`config.mk`:
```
export PLATFORM = sky130hd
export DESIGN_NAME = mem_port_arbiter_flat
export DESIGN_NICKNAME = d
export VERILOG_FILES = /design/src/rtl/mem_port_arbiter_pkg.sv /design/src/rtl/mem_port_arbiter_if.sv /design/src/rtl/mem_port_arbiter_priority_pick.sv /design/src/rtl/mem_port_arbiter.sv /design/src/flat_wrapper.sv
export SDC_FILE = /design/constraint.sdc
export NUM_CORES = 1
export LEC_CHECK = 0
export ABC_CLOCK_PERIOD_IN_PS = 1800
export CAP_MARGIN = 5
export CELL_PAD_IN_SITES_DETAIL_PLACEMENT = 1
export CELL_PAD_IN_SITES_GLOBAL_PLACEMENT = 2
export CORE_MARGIN = 5
export CORE_UTILIZATION = 17
export DETAILED_ROUTE_END_ITERATION = 16
export GPL_ROUTABILITY_DRIVEN = 0
export GPL_TIMING_DRIVEN = 0
export HOLD_SLACK_MARGIN = 0.02
export PLACE_DENSITY_LB_ADDON = 0.2
export SLEW_MARGIN = 10
export SYNTH_ARGS = -nofsm -noshare
export SYNTH_HDL_FRONTEND = slang
export SYNTH_SLANG_ARGS = --single-unit
```
`constraint.sdc`:
```
create_clock -name clk -period 1.8 [get_ports clk]
set_clock_uncertainty 0.05 [all_clocks]
set_input_delay 0.18 -clock clk [delete_from_list [all_inputs] [get_ports clk]]
set_output_delay 0.18 -clock clk [all_outputs]
set_load 0.005 [all_outputs]
```
`src/rtl/mem_port_arbiter_pkg.sv`:
```
// Shared types for the memory port arbiter and its priority picker.
// Also holds the pointer-width helper used by both modules.
package arb_types;

  typedef enum logic {ARB_FIXED, ARB_RR} arb_mode_t;
  typedef enum logic {ARB_IDLE, ARB_BUSY} arb_state_t;

  localparam int MAX_PORTS = 8;

  function automatic int ptr_width(input int n);
    return (n > 1) ? $clog2(n) : 1;
  endfunction

endpackage

```
`src/rtl/mem_port_arbiter_if.sv`:
```
// Client-side and memory-side bus of the arbiter, grouped so one handle carries everything.
// Handshake: a client holds read/write/be/address/wdata stable while (read|write) is high
// until its port_resp pulse; the memory side holds mem_* stable until mem_resp is high.
interface mem_port_arbiter_if #(
  parameter int NUM_PORTS  = 2,
  parameter int ADDR_WIDTH = 32,
  parameter int DATA_WIDTH = 32
);
  localparam int BE_W = DATA_WIDTH / 8;

  logic [NUM_PORTS-1:0]                 port_read;
  logic [NUM_PORTS-1:0]                 port_write;
  logic [NUM_PORTS-1:0][BE_W-1:0]       port_byte_enable;
  logic [NUM_PORTS-1:0][ADDR_WIDTH-1:0] port_address;
  logic [NUM_PORTS-1:0][DATA_WIDTH-1:0] port_wdata;
  logic [DATA_WIDTH-1:0]                port_rdata;
  logic [NUM_PORTS-1:0]                 port_resp;

  logic                  mem_read;
  logic                  mem_write;
  logic [BE_W-1:0]       mem_byte_enable;
  logic [ADDR_WIDTH-1:0] mem_address;
  logic [DATA_WIDTH-1:0] mem_wdata;
  logic [DATA_WIDTH-1:0] mem_rdata;
  logic                  mem_resp;

  logic [NUM_PORTS-1:0]  grant;
  logic                  busy;

  modport slave (
    input  port_read, port_write, port_byte_enable, port_address, port_wdata,
    input  mem_rdata, mem_resp,
    output port_rdata, port_resp,
    output mem_read, mem_write, mem_byte_enable, mem_address, mem_wdata,
    output grant, busy
  );

  modport master (
    output port_read, port_write, port_byte_enable, port_address, port_wdata,
    output mem_rdata, mem_resp,
    input  port_rdata, port_resp,
    input  mem_read, mem_write, mem_byte_enable, mem_address, mem_wdata,
    input  grant, busy
  );

endinterface

```
`src/rtl/mem_port_arbiter_priority_pick.sv`:
```
// Combinational winner selection: lowest index in fixed mode, or the first requester
// after base_i (wrapping) in round-robin mode.
module arb_priority_pick
  import arb_types::*;
#(
  parameter int NUM_PORTS = 2,
  parameter int PTR_W     = ptr_width(NUM_PORTS)
) (
  input  logic [NUM_PORTS-1:0] req_i,
  input  logic [PTR_W-1:0]     base_i,
  input  arb_mode_t            mode_i,
  output logic [NUM_PORTS-1:0] winner_o,
  output logic                 valid_o
);

  int start_idx;
  int cand_idx;

  always_comb begin
    winner_o  = '0;
    valid_o   = 1'b0;
    start_idx = 0;
    cand_idx  = 0;
    if (mode_i == ARB_RR) begin
      start_idx = int'(base_i) + 1;
      if (start_idx >= NUM_PORTS) start_idx = 0;
    end
    // Walk candidates in priority order; the inner loop keeps all bit selects constant.
    for (int k = 0; k < NUM_PORTS; k++) begin
      cand_idx = start_idx + k;
      if (cand_idx >= NUM_PORTS) cand_idx = cand_idx - NUM_PORTS;
      for (int i = 0; i < NUM_PORTS; i++) begin
        if (i == cand_idx && !valid_o && req_i[i]) begin
          winner_o[i] = 1'b1;
          valid_o     = 1'b1;
        end
      end
    end
  end

endmodule

```
`src/rtl/mem_port_arbiter.sv`:
```
// N-port arbiter sharing one memory port: registers the winning request onto mem_*,
// holds it until mem_resp, then returns to IDLE for one bubble cycle.
module mem_port_arbiter
  import arb_types::*;
#(
  parameter int        NUM_PORTS  = 2,
  parameter int        ADDR_WIDTH = 32,
  parameter int        DATA_WIDTH = 32,
  parameter arb_mode_t ARB_MODE   = ARB_RR
) (
  input  logic             clk,
  input  logic             rst,
  mem_port_arbiter_if.slave bus,
  output arb_state_t       state_o
);

  localparam int BE_W  = DATA_WIDTH / 8;
  localparam int PTR_W = ptr_width(NUM_PORTS);

  arb_state_t            state_q;
  logic                  mem_read_q;
  logic                  mem_write_q;
  logic [BE_W-1:0]       mem_be_q;
  logic [ADDR_WIDTH-1:0] mem_addr_q;
  logic [DATA_WIDTH-1:0] mem_wdata_q;
  logic [NUM_PORTS-1:0]  grant_q;
  logic [PTR_W-1:0]      grant_idx_q;
  logic [PTR_W-1:0]      rr_ptr_q;
  logic                  busy_q;

  logic [NUM_PORTS-1:0]  req;
  logic [NUM_PORTS-1:0]  win_oh;
  logic                  win_valid;
  logic                  sel_read;
  logic                  sel_write;
  logic [BE_W-1:0]       sel_be;
  logic [ADDR_WIDTH-1:0] sel_addr;
  logic [DATA_WIDTH-1:0] sel_wdata;
  logic [PTR_W-1:0]      win_idx_d;

  assign req = bus.port_read | bus.port_write;

  arb_priority_pick #(
    .NUM_PORTS(NUM_PORTS),
    .PTR_W    (PTR_W)
  ) u_pick (
    .req_i   (req),
    .base_i  (rr_ptr_q),
    .mode_i  (ARB_MODE),
    .winner_o(win_oh),
    .valid_o (win_valid)
  );

  always_comb begin
    sel_read  = 1'b0;
    sel_write = 1'b0;
    sel_be    = '0;
    sel_addr  = '0;
    sel_wdata = '0;
    win_idx_d = '0;
    for (int i = 0; i < NUM_PORTS; i++) begin
      if (win_oh[i]) begin
        sel_read  = bus.port_read[i];
        sel_write = bus.port_write[i];
        sel_be    = bus.port_byte_enable[i];
        sel_addr  = bus.port_address[i];
        sel_wdata = bus.port_wdata[i];
        win_idx_d = PTR_W'(i);
      end
    end
  end

  always_ff @(posedge clk) begin
    if (rst) begin
      state_q     <= ARB_IDLE;
      mem_read_q  <= 1'b0;
      mem_write_q <= 1'b0;
      mem_be_q    <= '0;
      mem_addr_q  <= '0;
      mem_wdata_q <= '0;
      grant_q     <= '0;
      grant_idx_q <= '0;
      rr_ptr_q    <= PTR_W'(NUM_PORTS - 1);
      busy_q      <= 1'b0;
    end else begin
      case (state_q)
        ARB_IDLE: begin
          if (win_valid) begin
            // A port raising both strobes is served as a single write.
            mem_write_q <= sel_write;
            mem_read_q  <= sel_read & ~sel_write;
            mem_be_q    <= sel_be;
            mem_addr_q  <= sel_addr;
            mem_wdata_q <= sel_wdata;
            grant_q     <= win_oh;
            grant_idx_q <= win_idx_d;
            busy_q      <= 1'b1;
            state_q     <= ARB_BUSY;
          end
        end
        ARB_BUSY: begin
          if (bus.mem_resp) begin
            mem_read_q  <= 1'b0;
            mem_write_q <= 1'b0;
            grant_q     <= '0;
            busy_q      <= 1'b0;
            state_q     <= ARB_IDLE;
            if (ARB_MODE == ARB_RR) rr_ptr_q <= grant_idx_q;
          end
        end
        default: begin
          state_q <= ARB_IDLE;
          busy_q  <= 1'b0;
        end
      endcase
    end
  end

  assign bus.mem_read        = mem_read_q;
  assign bus.mem_write       = mem_write_q;
  assign bus.mem_byte_enable = mem_be_q;
  assign bus.mem_address     = mem_addr_q;
  assign bus.mem_wdata       = mem_wdata_q;
  assign bus.grant           = grant_q;
  assign bus.busy            = busy_q;
  assign bus.port_rdata      = bus.mem_rdata;
  assign bus.port_resp       = grant_q & {NUM_PORTS{bus.mem_resp & busy_q}};
  assign state_o             = state_q;

endmodule

```
`src/flat_wrapper.sv`:
```
// flat-port wrapper written by rule: the top's interface ports become plain ports
module mem_port_arbiter_flat import arb_types::*;
#(
  parameter int        NUM_PORTS  = 2,
  parameter int        ADDR_WIDTH = 32,
  parameter int        DATA_WIDTH = 32,
  parameter arb_mode_t ARB_MODE   = ARB_RR
)
  (clk, rst, state_o, bus_port_read, bus_port_write, bus_port_byte_enable, bus_port_address, bus_port_wdata, bus_mem_rdata, bus_mem_resp, bus_port_rdata, bus_port_resp, bus_mem_read, bus_mem_write, bus_mem_byte_enable, bus_mem_address, bus_mem_wdata, bus_grant, bus_busy);
  mem_port_arbiter_if #(.NUM_PORTS(NUM_PORTS), .ADDR_WIDTH(ADDR_WIDTH), .DATA_WIDTH(DATA_WIDTH)) bus_i ();
  input  logic clk;
  input  logic rst;
  output arb_state_t state_o;
  input wire logic [$bits(bus_i.port_read)-1:0] bus_port_read;
  input wire logic [$bits(bus_i.port_write)-1:0] bus_port_write;
  input wire logic [$bits(bus_i.port_byte_enable)-1:0] bus_port_byte_enable;
  input wire logic [$bits(bus_i.port_address)-1:0] bus_port_address;
  input wire logic [$bits(bus_i.port_wdata)-1:0] bus_port_wdata;
  input wire logic [$bits(bus_i.mem_rdata)-1:0] bus_mem_rdata;
  input wire logic [$bits(bus_i.mem_resp)-1:0] bus_mem_resp;
  output wire logic [$bits(bus_i.port_rdata)-1:0] bus_port_rdata;
  output wire logic [$bits(bus_i.port_resp)-1:0] bus_port_resp;
  output wire logic [$bits(bus_i.mem_read)-1:0] bus_mem_read;
  output wire logic [$bits(bus_i.mem_write)-1:0] bus_mem_write;
  output wire logic [$bits(bus_i.mem_byte_enable)-1:0] bus_mem_byte_enable;
  output wire logic [$bits(bus_i.mem_address)-1:0] bus_mem_address;
  output wire logic [$bits(bus_i.mem_wdata)-1:0] bus_mem_wdata;
  output wire logic [$bits(bus_i.grant)-1:0] bus_grant;
  output wire logic [$bits(bus_i.busy)-1:0] bus_busy;
  assign bus_i.port_read = bus_port_read;
  assign bus_i.port_write = bus_port_write;
  assign bus_i.port_byte_enable = bus_port_byte_enable;
  assign bus_i.port_address = bus_port_address;
  assign bus_i.port_wdata = bus_port_wdata;
  assign bus_i.mem_rdata = bus_mem_rdata;
  assign bus_i.mem_resp = bus_mem_resp;
  assign bus_port_rdata = bus_i.port_rdata;
  assign bus_port_resp = bus_i.port_resp;
  assign bus_mem_read = bus_i.mem_read;
  assign bus_mem_write = bus_i.mem_write;
  assign bus_mem_byte_enable = bus_i.mem_byte_enable;
  assign bus_mem_address = bus_i.mem_address;
  assign bus_mem_wdata = bus_i.mem_wdata;
  assign bus_grant = bus_i.grant;
  assign bus_busy = bus_i.busy;
  mem_port_arbiter #(.NUM_PORTS(NUM_PORTS), .ADDR_WIDTH(ADDR_WIDTH), .DATA_WIDTH(DATA_WIDTH), .ARB_MODE(ARB_MODE)) u_core (.clk(clk), .rst(rst), .bus(bus_i), .state_o(state_o));
endmodule
```
==> out/qor.txt <==
first-pass GRT wire length: 25.4 mm
final HPWL from detailed placement: 12.9 mm
YS warnings: 0
sw frac: 27.6%
DRC viols: 0
Max FO, Critical Path: 10
DP Area: 0.00642 sq mm
GR Layer Usage met1: 15.6%
peak supply drop: 0.000440 V
Yosys reg bits: 76
Layout area overhead: 88.2%
Comb power frac: 26.5%
H-tree levels: 3
nature of the critical path startpoint: flip-flop
Max Cap Violations: 0
initial antenna violation count: 0
Rows: 53
TritonCTS Buffers: 9
Total Routing Usage GR: 13.4%
Worst Setup End Kind: flip-flop
delay-heaviest family, CP: simple AND/OR/NAND/NOR gates
Hold Crit Class: primary input to flip-flop
Synth Instances: 385
slowest CP cell: dfxtp_2
die area: 0.0241 sq mm
CP Depth: 6
vias per cell: 4.39
Async S/R FF share, synth: 0%
Crit path largest cell delay: 0.37 ns
total wire length: 16.9 mm
Worst Path Arrival: 1.94 ns
clock group share of total power: 34.5%
largest net degree at the start of global routing: 20
Layout fillers: 2407
routed vias: 4062
P_int: 3620 uW
Clk Latency, worst-skew pair: 0.34 ns
status: finished, final reports clean
area of the multi-input gates: 0.00137 sq mm
# setup viols final: 0
fin crit share: 94.4%
core area: 0.0209 sq mm
Post-Syn Nets: 560
CTS tree: yes
n_diodes: 0
final hold slack: 0.0795 ns
TritonRoute pass-1 iters: 4
Port Buf Inserts: 249
clock-pin slew on the worst setup and hold paths: 0.06 ns
M2 GR Usage: 22.4%
hold-critical path depth: 3
most frequent cell after synthesis: dfxtp_1
unrepaired setup endpoints after global routing: false
Synth Flop Type: dfxtp_1
top cell types by occurrence after synthesis: dfxtp_1 (76), inv_1 (69), a221o_1 (68), nor4_1 (68), buf_4 (35)
Unique masters post-synth: 28
DRT iter0 DRCs: 96
worst r2r path cells: 6
Post-Syn Area: 0.00359 sq mm
switching pwr: 1380 uW
Slew HR: 65.2%
Chip Width: 155 um
Highest Clock Rate: 588 MHz
layout cells sized above 1: 13.7%
design area: 0.00675 sq mm
cell mode on critical path: buf_2
Crit path required time: 2.04 ns
I/O pins: 283
Avg Cell Area, Syn: 9.31 sq um
CTS sink cnt: 76
setup ws final: 0.100 ns
GRT met3 Usage: 6.37%
Storage cell area: 0.00152 sq mm
Fin Setup TNS: 0 ns
remaining antenna violation count: 0
Place WS: -0.673 ns
number of global-route vias before repair: 4545
leakage power: 0.00276 uW
top cell type's share of synthesized area: 42.4%
Bufs and invs on worst path: 3
synth top area cells: dfxtp_1 (42%), a221o_1 (19%), nor4_1 (12%), buf_4 (7.3%), inv_1 (7.2%)
Final Util: 32.3%
Final Critical Period: 1.70 ns
critical-path cell list: or2_1 -> buf_2 -> buf_6 -> buf_2 -> nor4_1 -> a221o_1
clock buffer depth: 2
GRT overflow: 0
Final #Nets: 821
Final Hold Viols: 0
post-synthesis sequential area ratio: 42.4%
DIE HEIGHT: 155 um
Slew Viols, Final: 0
cell area power density: 742 mW/mm^2
CP Class: flip-flop to flip-flop
gr busiest metal: met2
Worst Tran Pin Value: 0.521 ns
Synth area leader: dfxtp_1
Post-synth EDFFs: 0
Root Buffer: clkbuf_16
sequential share of power: 39.0%
Avg WL per Cell: 18.2 um
initial core utilization: 17.2%
-- layout by cell type, fill, tap and decap left out, drive strengths merged, types with 2 or more instances in the layout --
cell / instances
clkdlybuf4s50: 245
dfxtp: 76
inv: 69
nor4: 69
a221o: 68
buf: 52
clkbuf: 30
a21oi: 5
nor2: 4
and3: 3
o211ai: 3
clkinvlp: 3
dlygate4sd2: 3
clkinv: 3
o21a: 2
a21boi: 2
-- cell families (layout without fill, tap and decap cells) --
logic type / Yosys count / count (layout) / share of synthesized area [%]
compound gates: 87 / 87 / 23.1
flops: 76 / 76 / 42.4
simple gates: 81 / 81 / 14.4
buf+inv: 141 / 407 / 20.0
-- worst min-delay path, delay by kind of cell --
kind            cells  cell delay, ns
compound gates      2            0.16
buf+inv             1            0.09
-- power by group through the flow --
| stage | Sequential, uW | Combinational (uW) | Clock [uW] |
|---|---|---|---|
| global placement | 1980 | 1330 | 0 |
| CTS | 1950 | 1350 | 1820 |
| global route | 1970 | 1430 | 1880 |
| floorplan | 1980 | 449 | 0 |
| finish | 1950 | 1330 | 1730 |
| detailed placement | 1980 | 1340 | 0 |
-- per-layer routing --
metal	up-vias	part of all wire (%)
met4	0	1.5
met5	-	0
li1	1937	-
met2	177	47
met1	1934	41
met3	14	10
-- final timing paths --
kind,start,to,slack (ns)
setup reg to reg,u_core.state_o,u_core.bus.mem_wdata[0],0.10
setup / recovery,u_core.state_o,u_core.bus.mem_wdata[0],0.10
hold / removal,rst,u_core.bus.busy,0.08
hold reg to reg,u_core.bus.mem_wdata[0],u_core.bus.mem_wdata[0],0.44
-- area by class of cell --
cell class                 instances  area share [%]
clock buffer                      10            3.39
buffer                            71            7.03
sequential                        76            22.6
multi-input combinational        168            20.3
inverter                          69            3.84
clock inverter                     6           0.612
tap                              275            5.10
timing repair buffer             251            37.2
-- flip-flops by register name, summed over array words and instances, names as in the netlist, 2 cells and up --
name	flops
u_core.bus.grant	2
u_core.bus.mem_address	32
u_core.bus.mem_byte_enable	4
u_core.bus.mem_wdata	32
-- through the flow --
step	instances	total power (uW)
floorplan	385	2430
global placement	909	3310
detailed placement	909	3320
CTS	926	5120
global route	926	5280
finish	926	5010
-- timing repair --
item,4_1_cts,5_1_grt
endpoints found under the setup margin,71,26
setup buffers,1,0
pin swaps,1,0
cloned,0,0
hold endpoints to repair,5,0
hold buffers,1,0
resized for setup,18,11
(Power assumes the default switching activity.)
